[src/rtl/activations_fetch.sv]
// Streams a contiguous run of activation SRAM words to the unpacking stage over
// a valid/ready handshake, using a 3-entry skid FIFO to cover the read latency.
module activations_fetch #(
  parameter int MEM_BW        = 128,
  parameter int IO_DATA_WIDTH = 8,
  parameter int ADDR_WIDTH    = 16
) (
  input  logic                  clk,
  input  logic                  arst,
  input  logic                  start,
  input  logic [ADDR_WIDTH-1:0] base_addr,
  input  logic [ADDR_WIDTH-1:0] num_words,
  output logic                  busy,
  output logic                  done,
  output logic                  mem_re,
  output logic [ADDR_WIDTH-1:0] mem_addr,
  input  logic [MEM_BW-1:0]     mem_rdata,
  output logic [MEM_BW-1:0]     act_word,
  output logic                  act_valid,
  input  logic                  act_ready
);

  if (MEM_BW % IO_DATA_WIDTH != 0) begin : g_bad_width
    $error("MEM_BW must be a multiple of IO_DATA_WIDTH");
  end

  typedef enum logic [1:0] {IDLE, RUN, DONE} state_t;

  state_t                state;
  logic                  mem_re_q;
  logic [ADDR_WIDTH-1:0] addr_q;
  logic [ADDR_WIDTH-1:0] len_q;
  logic [ADDR_WIDTH-1:0] issued_q;
  logic [ADDR_WIDTH-1:0] delivered_q;
  logic                  inflight_q;
  logic [1:0]            count_q;
  logic [1:0]            wr_ptr_q;
  logic [1:0]            rd_ptr_q;
  logic [MEM_BW-1:0]     fifo_q [3];

  logic       push;
  logic       pop;
  logic       last_pop;
  logic       issue_ok;
  logic [1:0] count_nx;

  // mem_re is registered one cycle ahead, so the issue check looks at next-cycle
  // occupancy plus the read currently on the bus (which becomes inflight next).
  always_comb begin
    push     = inflight_q;
    pop      = (count_q != 2'd0) && act_ready;
    count_nx = count_q + {1'b0, push} - {1'b0, pop};
    last_pop = pop && ((delivered_q + ADDR_WIDTH'(1)) == len_q);
    issue_ok = (issued_q < len_q) &&
               (({1'b0, count_nx} + {2'b0, mem_re_q}) < 3'd3);
  end

  always_ff @(posedge clk or posedge arst) begin
    if (arst) begin
      state       <= IDLE;
      mem_re_q    <= 1'b0;
      addr_q      <= '0;
      len_q       <= '0;
      issued_q    <= '0;
      delivered_q <= '0;
      inflight_q  <= 1'b0;
      count_q     <= 2'd0;
    end else begin
      inflight_q <= mem_re_q;
      count_q    <= count_nx;
      mem_re_q   <= 1'b0;
      case (state)
        IDLE: begin
          if (start) begin
            if (num_words != '0) begin
              state       <= RUN;
              len_q       <= num_words;
              issued_q    <= ADDR_WIDTH'(1);
              delivered_q <= '0;
              mem_re_q    <= 1'b1;
              addr_q      <= base_addr;
            end else begin
              state <= DONE;
            end
          end
        end
        RUN: begin
          if (pop) delivered_q <= delivered_q + ADDR_WIDTH'(1);
          if (last_pop) state <= DONE;
          if (issue_ok) begin
            mem_re_q <= 1'b1;
            addr_q   <= addr_q + ADDR_WIDTH'(1);
            issued_q <= issued_q + ADDR_WIDTH'(1);
          end
        end
        DONE: state <= IDLE;
        default: state <= IDLE;
      endcase
    end
  end

  // Circular storage; pointers wrap at 3.
  always_ff @(posedge clk or posedge arst) begin
    if (arst) begin
      wr_ptr_q <= 2'd0;
      rd_ptr_q <= 2'd0;
      for (int i = 0; i < 3; i++) fifo_q[i] <= '0;
    end else begin
      if (push) begin
        for (int i = 0; i < 3; i++) begin
          if (wr_ptr_q == 2'(i)) fifo_q[i] <= mem_rdata;
        end
        wr_ptr_q <= (wr_ptr_q == 2'd2) ? 2'd0 : wr_ptr_q + 2'd1;
      end
      if (pop) rd_ptr_q <= (rd_ptr_q == 2'd2) ? 2'd0 : rd_ptr_q + 2'd1;
    end
  end

  always_comb begin
    case (rd_ptr_q)
      2'd1:    act_word = fifo_q[1];
      2'd2:    act_word = fifo_q[2];
      default: act_word = fifo_q[0];
    endcase
  end

  assign act_valid = (count_q != 2'd0);
  assign mem_re    = mem_re_q;
  assign mem_addr  = addr_q;
  assign busy      = (state == RUN);
  assign done      = (state == DONE);

endmodule

[config.mk]
export PLATFORM = sky130hd
export DESIGN_NAME = activations_fetch
export DESIGN_NICKNAME = d
export VERILOG_FILES = /design/src/rtl/activations_fetch.sv
export SDC_FILE = /design/constraint.sdc
export NUM_CORES = 1
export LEC_CHECK = 0
export CORE_ASPECT_RATIO = 1.25
export CORE_UTILIZATION = 30
export DETAILED_ROUTE_END_ITERATION = 7
export GPL_TIMING_DRIVEN = 1
export PLACE_DENSITY = 0.52
export SYNTH_ARGS = -nofsm -noshare
export SYNTH_HDL_FRONTEND = slang
export SYNTH_SLANG_ARGS = --single-unit
[constraint.sdc]
create_clock -name clk -period 19.5 [get_ports clk]
set_clock_uncertainty 0.1 [all_clocks]
set_input_delay 4.875 -clock clk [delete_from_list [all_inputs] [get_ports clk]]
set_output_delay 4.875 -clock clk [all_outputs]
set_load 0.01 [all_outputs]
==> qor_table.md <==
| Stage | Quantity | This run |
|:---|:---|:---|
| clock network | Hold buffers post-CTS | 0 |
| routing | Routed length per instance | 19.2 um |
| setup path | Capture point of the worst reg-to-reg path | issued_q[13] |
| logic synthesis | Share of synthesized flip-flops with an asynchronous set or reset | 100% |
| global routing | Initial antenna violation count | 2 |
| routing | Initial DRC Count | 741 |
| timing | Final cycle utilization of the critical path | 45.8% |
| setup path | R2R Setup Slk | 16.05 ns |
| timing | RSZ-0062 raised after global routing | false |
| logic synthesis | Post-synthesis instance total | 1777 |
| global routing | Total gr overflow | 0 |
| power | Total Power | 5.30 mW |
| setup path | Critical Path Source Type | register |
| logic synthesis | Post-synthesis cell type count | 64 |
| final layout | Area growth from synthesis to layout | 27.4% |
| logic synthesis | Commonest cells in the synthesized netlist | dfrtp_1 (458), mux2_2 (384), nor2_1 (165) |
| logic synthesis | Synthesized area | 20900 um^2 |
| setup path | Critical path buffers and inverters | 3 |
| timing | Final critical path time including I/O delays and setup | 8.94 ns |
| global routing | Overall Global Routing Usage | 16.2% |
| clock network | Count of buffers added by post-CTS timing repair for setup | 0 |
| logic synthesis | Most frequently used cell type in the post-synthesis netlist | dfrtp_1 |
| power | Worst voltage drop across the vdd grid | 0.108 mV |
| setup path | Worst setup path start | rd_ptr_q[0] |
| clock network | Maximum root-to-sink buffer count | 3 |
| power | Lkg Pwr | 10.8 nW |
| routing | Post-detailed-route via-to-cell ratio | 4.98 |
| floorplanning | Placement row count | 107 |
| place | RD Place Congestion | 0.800 |
| routing | Met2 WL | 28200 um |
| clock network | Sinks on the clock net | 458 |
| place | Minimum setup slack after placement | 10.36 ns |
| routing | Remaining design rule violation count | 0 |
| power | Share of total power in the clock network | 18.9% |
| timing | Setup violation total in the final timing report | 0 |
| clock network | CTS-repair resized insts | 0 |
| setup path | Worst setup path endpoint | act_word[61] |
| run status | Run status | finished, final reports clean |
| floorplanning | Area of the die | 70900 um^2 |
| timing | Max-Slew Margin vs Limit | 21.3% |
| logic synthesis | Biggest area consumer among synthesized cells | dfrtp_1 |
| global routing | Pin count of the biggest net entering global routing | 130 |
| setup path | Path type of the worst setup path | reg -> out |
| timing | Actual transition at the worst max-transition pin | 1.18 ns |
| final layout | Share of final-layout standard cells stronger than drive strength 1 | 24.0% |
| power | Internal Dissipation | 3.37 mW |
| floorplanning | Number of I/O pins | 312 |
| routing | Detailed Route WL | 57700 um |
| setup path | Worst r2r src | count_q[0] |
| power | Switching power of the nets | 1.94 mW |
| logic synthesis | EDFF count, synth | 0 |
| power | Switching part of the total power | 36.5% |
| logic synthesis | Warnings from Yosys | 0 |
| power | Power per cell area | 199 nW/um^2 |
| global routing | Number of global-route vias before repair | 15600 |
| setup path | Maximum fanout encountered on the critical timing path | 65 |
| floorplanning | Die span in y | 297 um |
| clock network | Clock tree from TritonCTS | done |
| place | Number of input and output port buffers inserted | 311 |
| setup path | Kind of capture point of the worst setup path | primary output |
| floorplanning | Standard cell core area | 68500 um^2 |
| logic synthesis | Syn_area_per_cell | 11.8 um^2 |
| logic synthesis | Share of synthesized area occupied by flip-flops and latches | 54.7% |
| timing | Final-report max-slew violation count | 0 |
| logic synthesis | Main area contributors after synthesis | dfrtp_1 (55%), mux2_2 (21%), a22oi_1 (4.6%) |
| routing | Remaining antenna violation count | 0 |
| setup path | Delay of the slowest cell on the worst path | 0.86 ns |
| routing | Vias | 15000 |
| routing | 1st-pass router iterations | 5 |
| logic synthesis | Post-synthesis sequential element count | 458 |
| hold path | Type of the tightest min-delay check | reg -> reg |
| timing | Crit path setup slack, layout | 10.56 ns |
| power | Proportion of power drawn by combinational gates | 49.5% |
| clock network | Master cell of the clock root buffer | clkbuf_16 |
| final layout | Number of filler cells placed in the layout | 6745 |
| logic synthesis | Proportion of netlist area held by the largest area contributor | 54.7% |
| floorplanning | Initial cell density of the core | 30.6% |
| clock network | Total clock buffers created by CTS | 51 |
| clock network | Worst-Skew Late Latency | 0.59 ns |
| timing | Fmax | 112 MHz |
| clock network | Number of H-tree branching levels | 2 |
| floorplanning | Die width | 238 um |
| setup path | WP data required | 14.53 ns |
| final layout | Number of nets in the finished design | 2222 |
| routing | Routed met1 length | 25000 um |
| logic synthesis | Number of nets in the synthesized netlist | 1966 |
| setup path | Crit path max-delay cell type | buf_4 |
| run | Max-cap violation count | 0 |
| routing | WL met3 | 3300 um |
| setup path | Cells along the critical path | inv_1, ha_4, buf_4, a22oi_1, a21oi_1, clkdlybuf4s50_1 |
| routing | Top Layer Used | met5 |
| place | Half-perimeter wire length of the detailed placement result | 35900 um |
| setup path | Kind of cell with the highest combined delay on the critical path | buffers and inverters |
| logic synthesis | Post-synth top flop | dfrtp_1 |
| clock network | Clk slew on worst S/H paths | 0.06 ns |
| global routing | First-pass GRT wire length | 90800 um |
| final layout | Non-filler cells, final | 3003 |
| setup path | Number of cells on the critical path | 6 |
| setup path | Arrival time of data at the critical path endpoint | 3.96 ns |
| timing | Number of hold violations in the final report | 0 |
| place | DP Cell Count | 2906 |
| power | Relative contribution of sequential cells to total power | 31.6% |
| timing | Final hold slack | 0.317 ns |
| timing | Setup TNS | 0 ns |
| setup path | Worst Reg2Reg Path Length in Cells | 9 |
cell type report:
cell class | instances | area [um^2] | area share, %
diodes | 1 | 2.50 | 0.00938
clock buffers | 77 | 1480 | 5.56
clock inverters | 19 | 275 | 1.03
inverters | 28 | 113 | 0.422
multi-input cells | 1166 | 8940 | 33.5
flip-flops and latches | 458 | 11500 | 43.0
well taps | 926 | 1160 | 4.34
repair buffers | 328 | 3240 | 12.1
power by group through the flow:
stage / clock [mW] / combinational (mW) / sequential (mW)
2_1_floorplan: 0 / 1.56 / 1.63
3_3_place_gp: 0 / 2.63 / 1.67
3_5_place_dp: 0 / 2.67 / 1.69
4_1_cts: 1.03 / 2.68 / 1.68
5_1_grt: 1.07 / 2.85 / 1.74
6_report: 1.00 / 2.63 / 1.68
registers in the layout, summed over array words and instances (netlist names):
name and count:
state 2, mem_re 1, issued_q 16, count_q 2
fifo_q 384, len_q 16, mem_addr 16, inflight_q 1
rd_ptr_q 2, wr_ptr_q 2, delivered_q 16
kinds of logic (layout without fill, tap and decap cells):
family	count (synthesis)	after routing	share of synthesized area [%]
flip-flops	458	458	54.7
AO/OA/AOI/OAI	398	398	11.8
multiplexers	387	387	20.8
AND/OR/NAND/NOR	328	328	7.20
buffers and inverters	153	452	2.87
XOR/XNOR	28	28	1.17
adder cells (fa/ha/maj)	25	25	1.49
other	0	1	0
through the flow:
stage               instance area [um^2]  utilization (%)
finish                             26700             38.9
global route                       26700             38.9
CTS                                26700             38.9
detailed placement                 24900             36.3
global placement                   24900             36.3
floorplan                          20900                -
worst min path at each step:
stage                      start          to  slack [ns]  cells after the start
after detailed placement  mem_re  inflight_q        0.30                      0
after global routing      mem_re  inflight_q        0.34                      0
final                     mem_re  inflight_q        0.32                      0
after global placement    mem_re  inflight_q        0.31                      0
after floorplan           mem_re  inflight_q        0.34                      0
after CTS                 mem_re  inflight_q        0.32                      0
cell usage in the layout, fill, tap and decap left out, types with 17 or more instances in the layout:
cell type and instances:
a22oi_1 128, nor2_1 165, a21oi_1 160, nand3_1 23, dfrtp_1 458, buf_4 17, clkdlybuf4s50_1 311, nand2_1 61
inv_1 25, mux2_2 384, xnor2_1 17, ha_1 22, o21ai_0 56, clkbuf_16 51
layer usage:
layer	GRT usage, %	up-vias
met2	27.4	360
met3	4.02	70
met5	0	-
met4	4.18	2
met1	20.4	7580
li1	-	6950
No activity file was read; power rests on OpenSTA's default activity.
